==> config.mk <==
export PLATFORM = sky130hd
export DESIGN_NAME = simon_auto_player
export DESIGN_NICKNAME = d
export VERILOG_FILES = /design/src/rtl/simon_auto_player.sv
export SDC_FILE = /design/constraint.sdc
export NUM_CORES = 1
export LEC_CHECK = 0
export ABC_CLOCK_PERIOD_IN_PS = 6740
export CAP_MARGIN = 20
export CORE_MARGIN = 4
export CORE_UTILIZATION = 45
export DETAILED_ROUTE_END_ITERATION = 8
export GPL_TIMING_DRIVEN = 0
export PLACE_DENSITY_LB_ADDON = 0.12
export SLEW_MARGIN = 10
export SYNTH_ARGS = -nofsm -noshare
export SYNTH_HDL_FRONTEND = slang
export SYNTH_SLANG_ARGS = --single-unit
==> constraint.sdc <==
create_clock -name clk -period 6.74 [get_ports clk]
set_input_delay 1.348 -clock clk [delete_from_list [all_inputs] [get_ports clk]]
set_output_delay 1.348 -clock clk [all_outputs]
set_load 0.02 [all_outputs]
==> src/rtl/simon_auto_player.sv <==
// Closed-loop Simon player: captures the game's LED sequence, replays it on the buttons, reports win/lose.
// Build option SIMON_AP_ERRINJ_EN adds err_inj/err_idx to replay one chosen entry with a wrong colour.
module simon_auto_player #(
  parameter int SEQ_LEN    = 4,
  parameter int PRESS_CYC  = 8,
  parameter int GAP_CYC    = 8,
  parameter int START_DLY  = 16,
  parameter int RESULT_TMO = 64
) (
  input  logic       clk,
  input  logic       rst,
  input  logic       arm,
  input  logic [3:0] led_in,
  input  logic       win_in,
  input  logic       lose_in,
`ifdef SIMON_AP_ERRINJ_EN
  input  logic       err_inj,
  input  logic [2:0] err_idx,
`endif
  output logic [3:0] btn_out,
  output logic       busy,
  output logic       done,
  output logic       passed,
  output logic       seq_err,
  output logic [3:0] cap_cnt
);

  localparam logic [2:0] S_IDLE     = 3'd0;
  localparam logic [2:0] S_CAPTURE  = 3'd1;
  localparam logic [2:0] S_DELAY    = 3'd2;
  localparam logic [2:0] S_PRESS    = 3'd3;
  localparam logic [2:0] S_RELEASE  = 3'd4;
  localparam logic [2:0] S_WAIT_RES = 3'd5;
  localparam logic [2:0] S_ERROR    = 3'd6;
  localparam logic [2:0] S_DONE     = 3'd7;

  localparam logic [3:0]  SEQ_LEN_C  = 4'(SEQ_LEN);
  localparam logic [2:0]  PTR_LAST   = 3'(SEQ_LEN - 1);
  localparam logic [15:0] DLY_LAST   = 16'(START_DLY - 1);
  localparam logic [15:0] PRESS_LAST = 16'(PRESS_CYC - 1);
  localparam logic [15:0] GAP_LAST   = 16'(GAP_CYC - 1);
  localparam logic [15:0] TMO_LAST   = 16'(RESULT_TMO - 1);

  logic [2:0]  state_q,   state_d;
  logic [15:0] cnt_q,     cnt_d;
  logic [2:0]  ptr_q,     ptr_d;
  logic [3:0]  cap_cnt_q, cap_cnt_d;
  logic [3:0]  led_prev_q, led_prev_d;
  logic [1:0]  mem_q [8];
  logic [1:0]  mem_d [8];
  logic [3:0]  btn_out_q, btn_out_d;
  logic        busy_q,    busy_d;
  logic        done_q,    done_d;
  logic        passed_q,  passed_d;
  logic        seq_err_q, seq_err_d;
  logic        err_en_q,  err_en_d;
  logic [2:0]  err_pos_q, err_pos_d;

  logic        led_event;
  logic        inj_hit;
  logic [1:0]  replay_col;

  function automatic logic is_onehot(input logic [3:0] v);
    return (v != 4'd0) && ((v & (v - 4'd1)) == 4'd0);
  endfunction

  function automatic logic [1:0] onehot_idx(input logic [3:0] v);
    logic [1:0] idx;
    idx = 2'd0;
    for (int i = 0; i < 4; i++) begin
      if (v[i]) idx = 2'(i);
    end
    return idx;
  endfunction

  assign led_event = (led_prev_q == 4'd0) && (led_in != 4'd0);

  always_comb begin
    // NOTE: every signal gets a default first, so no path through the case can infer a latch.
    state_d    = state_q;
    cnt_d      = cnt_q;
    ptr_d      = ptr_q;
    cap_cnt_d  = cap_cnt_q;
    mem_d      = mem_q;
    passed_d   = passed_q;
    seq_err_d  = seq_err_q;
    err_en_d   = err_en_q;
    err_pos_d  = err_pos_q;
    led_prev_d = led_in;

    case (state_q)
      S_IDLE, S_DONE: begin
        if (arm) begin
          state_d   = S_CAPTURE;
          cap_cnt_d = 4'd0;
          passed_d  = 1'b0;
          seq_err_d = 1'b0;
          mem_d     = '{default: 2'b00};
`ifdef SIMON_AP_ERRINJ_EN
          err_en_d  = err_inj;
          err_pos_d = err_idx;
`else
          err_en_d  = 1'b0;
          err_pos_d = 3'd0;
`endif
        end
      end

      S_CAPTURE: begin
        // Once the sequence is full, further display-loop events are ignored until the LEDs go dark.
        if (cap_cnt_q == SEQ_LEN_C) begin
          if (led_in == 4'd0) begin
            state_d = S_DELAY;
            cnt_d   = 16'd0;
          end
        end else if (led_event) begin
          if (is_onehot(led_in)) begin
            mem_d[cap_cnt_q[2:0]] = onehot_idx(led_in);
            cap_cnt_d             = cap_cnt_q + 4'd1;
          end else begin
            seq_err_d = 1'b1;
            state_d   = S_ERROR;
          end
        end
      end

      S_DELAY: begin
        if (cnt_q == DLY_LAST) begin
          state_d = S_PRESS;
          cnt_d   = 16'd0;
          ptr_d   = 3'd0;
        end else begin
          cnt_d = cnt_q + 16'd1;
        end
      end

      S_PRESS: begin
        if (lose_in) begin
          state_d  = S_DONE;
          passed_d = 1'b0;
        end else if (cnt_q == PRESS_LAST) begin
          state_d = S_RELEASE;
          cnt_d   = 16'd0;
        end else begin
          cnt_d = cnt_q + 16'd1;
        end
      end

      S_RELEASE: begin
        if (lose_in) begin
          state_d  = S_DONE;
          passed_d = 1'b0;
        end else if (cnt_q == GAP_LAST) begin
          cnt_d = 16'd0;
          if (ptr_q == PTR_LAST) begin
            state_d = S_WAIT_RES;
          end else begin
            state_d = S_PRESS;
            ptr_d   = ptr_q + 3'd1;
          end
        end else begin
          cnt_d = cnt_q + 16'd1;
        end
      end

      S_WAIT_RES: begin
        // Lose is checked first so a simultaneous win/lose reports a failure.
        if (lose_in) begin
          state_d  = S_DONE;
          passed_d = 1'b0;
        end else if (win_in) begin
          state_d  = S_DONE;
          passed_d = 1'b1;
        end else if (cnt_q == TMO_LAST) begin
          state_d   = S_DONE;
          passed_d  = 1'b0;
          seq_err_d = 1'b1;
        end else begin
          cnt_d = cnt_q + 16'd1;
        end
      end

      S_ERROR: begin
        state_d  = S_DONE;
        passed_d = 1'b0;
      end

      default: state_d = S_IDLE;
    endcase

    // Outputs are decoded from the next state so the registered copies line up with state_q.
    inj_hit    = err_en_q && (ptr_d == err_pos_q);
    replay_col = mem_q[ptr_d] + {1'b0, inj_hit};
    btn_out_d  = (state_d == S_PRESS) ? (4'b0001 << replay_col) : 4'b0000;
    busy_d     = (state_d != S_IDLE) && (state_d != S_DONE);
    done_d     = (state_d == S_DONE);
  end

  always_ff @(posedge clk) begin
    // NOTE: sequential state uses non-blocking assignments only, so every flop samples pre-edge values.
    if (rst) begin
      state_q    <= S_IDLE;
      cnt_q      <= 16'd0;
      ptr_q      <= 3'd0;
      cap_cnt_q  <= 4'd0;
      led_prev_q <= 4'd0;
      // NOTE: the sequence memory is small flop storage and is cleared so a replay never uses stale colours.
      mem_q      <= '{default: 2'b00};
      btn_out_q  <= 4'd0;
      busy_q     <= 1'b0;
      done_q     <= 1'b0;
      passed_q   <= 1'b0;
      seq_err_q  <= 1'b0;
      err_en_q   <= 1'b0;
      err_pos_q  <= 3'd0;
    end else begin
      state_q    <= state_d;
      cnt_q      <= cnt_d;
      ptr_q      <= ptr_d;
      cap_cnt_q  <= cap_cnt_d;
      led_prev_q <= led_prev_d;
      mem_q      <= mem_d;
      btn_out_q  <= btn_out_d;
      busy_q     <= busy_d;
      done_q     <= done_d;
      passed_q   <= passed_d;
      seq_err_q  <= seq_err_d;
      err_en_q   <= err_en_d;
      err_pos_q  <= err_pos_d;
    end
  end

  assign btn_out = btn_out_q;
  assign busy    = busy_q;
  assign done    = done_q;
  assign passed  = passed_q;
  assign seq_err = seq_err_q;
  assign cap_cnt = cap_cnt_q;

endmodule

==> metrics.cfg <==
[synth]
yosys.area_share.simple_pct = 29.3
netlist_instances = 354
postSynthAreaPerCell_um2 = 8.38
synth_nets = 367
synth_edf_count = 0
synthXorXnorAreaFrac_pct = 3.84
seq_area_frac_synth_pct = 36.4
synth.area.mux_share_pct = 7.50
synthArstFlopShare_pct = 0
yosysWarningCount = 0
synth_top_area_share_pct = 36.4
synth_top_family_by_area = simple AND/OR/NAND/NOR gates
yosys-top-cells-area = dfxtp_1 (36%), mux2i_1 (6.7%), nand2_1 (4.7%)
synth_top_area_cell = dfxtp_1
ys_ff_latch = 54
ys.flop_type = dfxtp_1
synth_compound_area_share_pct = 17.2
yosysUniqueCellTypes = 59
synthAdderAreaFrac_pct = 2.02
synth_area_um2 = 2970

[worst_setup_path]
rr_endpoint = btn_out[2]
r2r_start = cnt_q[0]
cp_max_fo = 10
startpoint = led_in[3]
ff2ff_path_depth = 9
reg2reg_slack_ns = 3.75
critPathCaptureType = flip-flop
path_class = primary input to flip-flop
cp-start-kind = primary input
critPathArrivalTime_ns = 4.19
critPathRequiredTime_ns = 6.94

[global_route]
overflow = 0
antenna_found_initial = 0
grt_start_max_net_pins = 18
grtUsageTotal_pct = 19.1
grt_pass1_wl_um = 12000
grt_pass1_vias = 2515

[route]
drcViolationCount = 0
vias = 2663
initialDrtViolationCount = 177
post_drt_wl_per_cell_um = 15.3
first_pass_iters = 4
via_per_inst = 5.83
routed_wirelength_um = 6990
final_antenna_net_count = 0

[clocking]
clk_pin_slew_worst_paths_ns = 0.10
clkLatencyLatePin_ns = 0.32
cts_max_level = 2
ctsResizeCount = 0
numClockSinks = 54
cts_buffer_depth = 2
numCtsBuffers = 5
postCtsSetupRepairBufs = 0
cts_root_buf = clkbuf_8
cts_tree = done
cts_hold_buf = 0

[sta]
tightest_slew_ns = 0.853
fin_ws_ns = 2.75
setup_tns_ns = 0
fin_crit_sh_pct = 59.2
hold_viol_final = 0
rsz0062_at_grt = false
max_freq_mhz = 250
slew_headroom_pct = 43.1
skew_ns = 0.00827
setup_viol = 0
fin_crit_ns = 3.99
slew_violations = 0

[cells_and_area]
design_area_um2 = 3380
syn2layout_area_growth_pct = 14.0
final_nets = 392
drive_above_1_share_pct = 5.00
final_cell_mix = dfxtp_1 (54), nand2_1 (37), nor2_1 (30), mux2i_1 (20), clkdlybuf4s50_1 (18)
antennaDiodeCount = 0
layout_commonest_cell = dfxtp_1

[floorplanning]
die_w_um = 89.2
coreArea_um2 = 6390
die_area_um2 = 7960
rows = 29
initial_utilization_pct = 46.5
pin_count = 21
dieHeight_um = 89.2

[hold_path]
hold_path.class = flip-flop to flip-flop
min_to = mem_q[14]
worstHoldStart = mem_q[14]
whs_path_depth = 2

[power_and_ir_drop]
ir_drop_uv = 152
pwr_density_cell_nw_per_um2 = 272
power_switching_share_pct = 34.6
intPower_w = 0.000600
leakagePower_nw = 1.16
p_sw_w = 0.000318
power.share.sequential_pct = 38.3
comb_power_share_pct = 33.3
p_clk_share_pct = 28.4

[placed_design]
hpwl_um = 5140
gp_congestion = 0.842
port_buffers = 18
pre_cts_slack_ns = 2.38
dpl-instance-area_um2 = 3240

[run_status]
status = finished clean

[job]
maxCapViolCount = 0

cell families (layout without fill, tap and decap cells):
kind of cell / count (synthesis) / after routing
simple gates: 160 / 160
compound gates: 73 / 73
flops: 54 / 54
buf+inv: 27 / 53
mux: 22 / 22
xor+xnor: 13 / 13
fa+ha+maj: 5 / 5
power by group through the flow:
| stage | sequential (W) | combinational [W] | clock [W] |
|---|---|---|---|
| after floorplan | 0.000363 | 0.000217 | 0 |
| after global placement | 0.000358 | 0.000302 | 0 |
| after detailed placement | 0.000358 | 0.000302 | 0 |
| after CTS | 0.000351 | 0.000304 | 0.000265 |
| after global routing | 0.000354 | 0.000339 | 0.000279 |
| final | 0.000351 | 0.000306 | 0.000261 |
stage by stage:
stage | utilization [%] | hold slack (ns) | power [W] | std cells
CTS | 53.0 | 0.470 | 0.000921 | 457
global route | 53.0 | 0.485 | 0.000972 | 457
detailed placement | 50.8 | 0.453 | 0.000661 | 449
global placement | 50.8 | 0.448 | 0.000660 | 449
floorplan | - | 0.430 | 0.000580 | 354
finish | 53.0 | 0.472 | 0.000918 | 457
Yosys cell counts, types with 2 or more instances:
master,number
a21boi_1,2
nor4_2,2
nand2_1,37
mux2_2,2
o21ai_0,11
mux2i_1,20
a22o_1,3
nor4_1,9
o31a_1,4
a21o_1,3
nor2b_1,13
nand3b_1,2
and3_1,9
o21ai_1,3
a21boi_0,2
xor2_1,11
a21oi_1,13
a22oi_1,3
ha_1,4
nand3_1,10
clkbuf_1,15
nor4b_1,4
nand2b_1,4
dfxtp_1,54
nor4bb_1,2
nand4_1,10
o31ai_1,4
nor2_1,30
and2_1,6
o32ai_1,2
nor3_1,7
inv_1,9
xnor2_1,2
or3_1,9
a211oi_1,7
o211a_1,2
o22ai_1,2
worst max path at each step:
stage / end / slack (ns)
floorplan: btn_out[3] / 3.33
global placement: cnt_q[4] / 2.42
detailed placement: cnt_q[7] / 2.38
CTS: cnt_q[9] / 2.73
global route: cnt_q[15] / 2.53
finish: cnt_q[7] / 2.75
layer usage:
layer	vias to the layer above	wire length, um	track usage (%)
li1	1342	-	-
met1	1260	3510	26.8
met2	52	3150	30.6
met3	9	212	2.76
met4	0	112	5.28
met5	-	0	0
worst max-delay path, cell delays in order:
cell	delay, ns
clkdlybuf4s50_1	0.53
nor3_1	0.38
or3b_2	0.50
nand3_1	0.15
and2_1	0.14
clkbuf_1	0.32
a21o_1	0.33
clkbuf_1	0.39
nor2_1	0.10
flip-flops by register name, summed over array words and instances (netlist names):
name and flops:
cnt_q 16, mem_q 16, btn_out 4, cap_cnt 4, led_prev_q 4, ptr_q 3, state_q 3, busy 1
done 1, passed 1, seq_err 1
area by class of cell:
| type | instances | area, um2 |
|---|---|---|
| clock inverters | 3 | 68.8 |
| plain buffers | 18 | 76.3 |
| inverters | 9 | 33.8 |
| well taps | 77 | 96.3 |
| flip-flops and latches | 54 | 1080 |
| repair buffers | 18 | 180 |
| clock buffers | 5 | 68.8 |
| multi-input cells | 273 | 1780 |
| fillers | 636 | 3000 |
No activity file was read; power rests on OpenSTA's default activity.
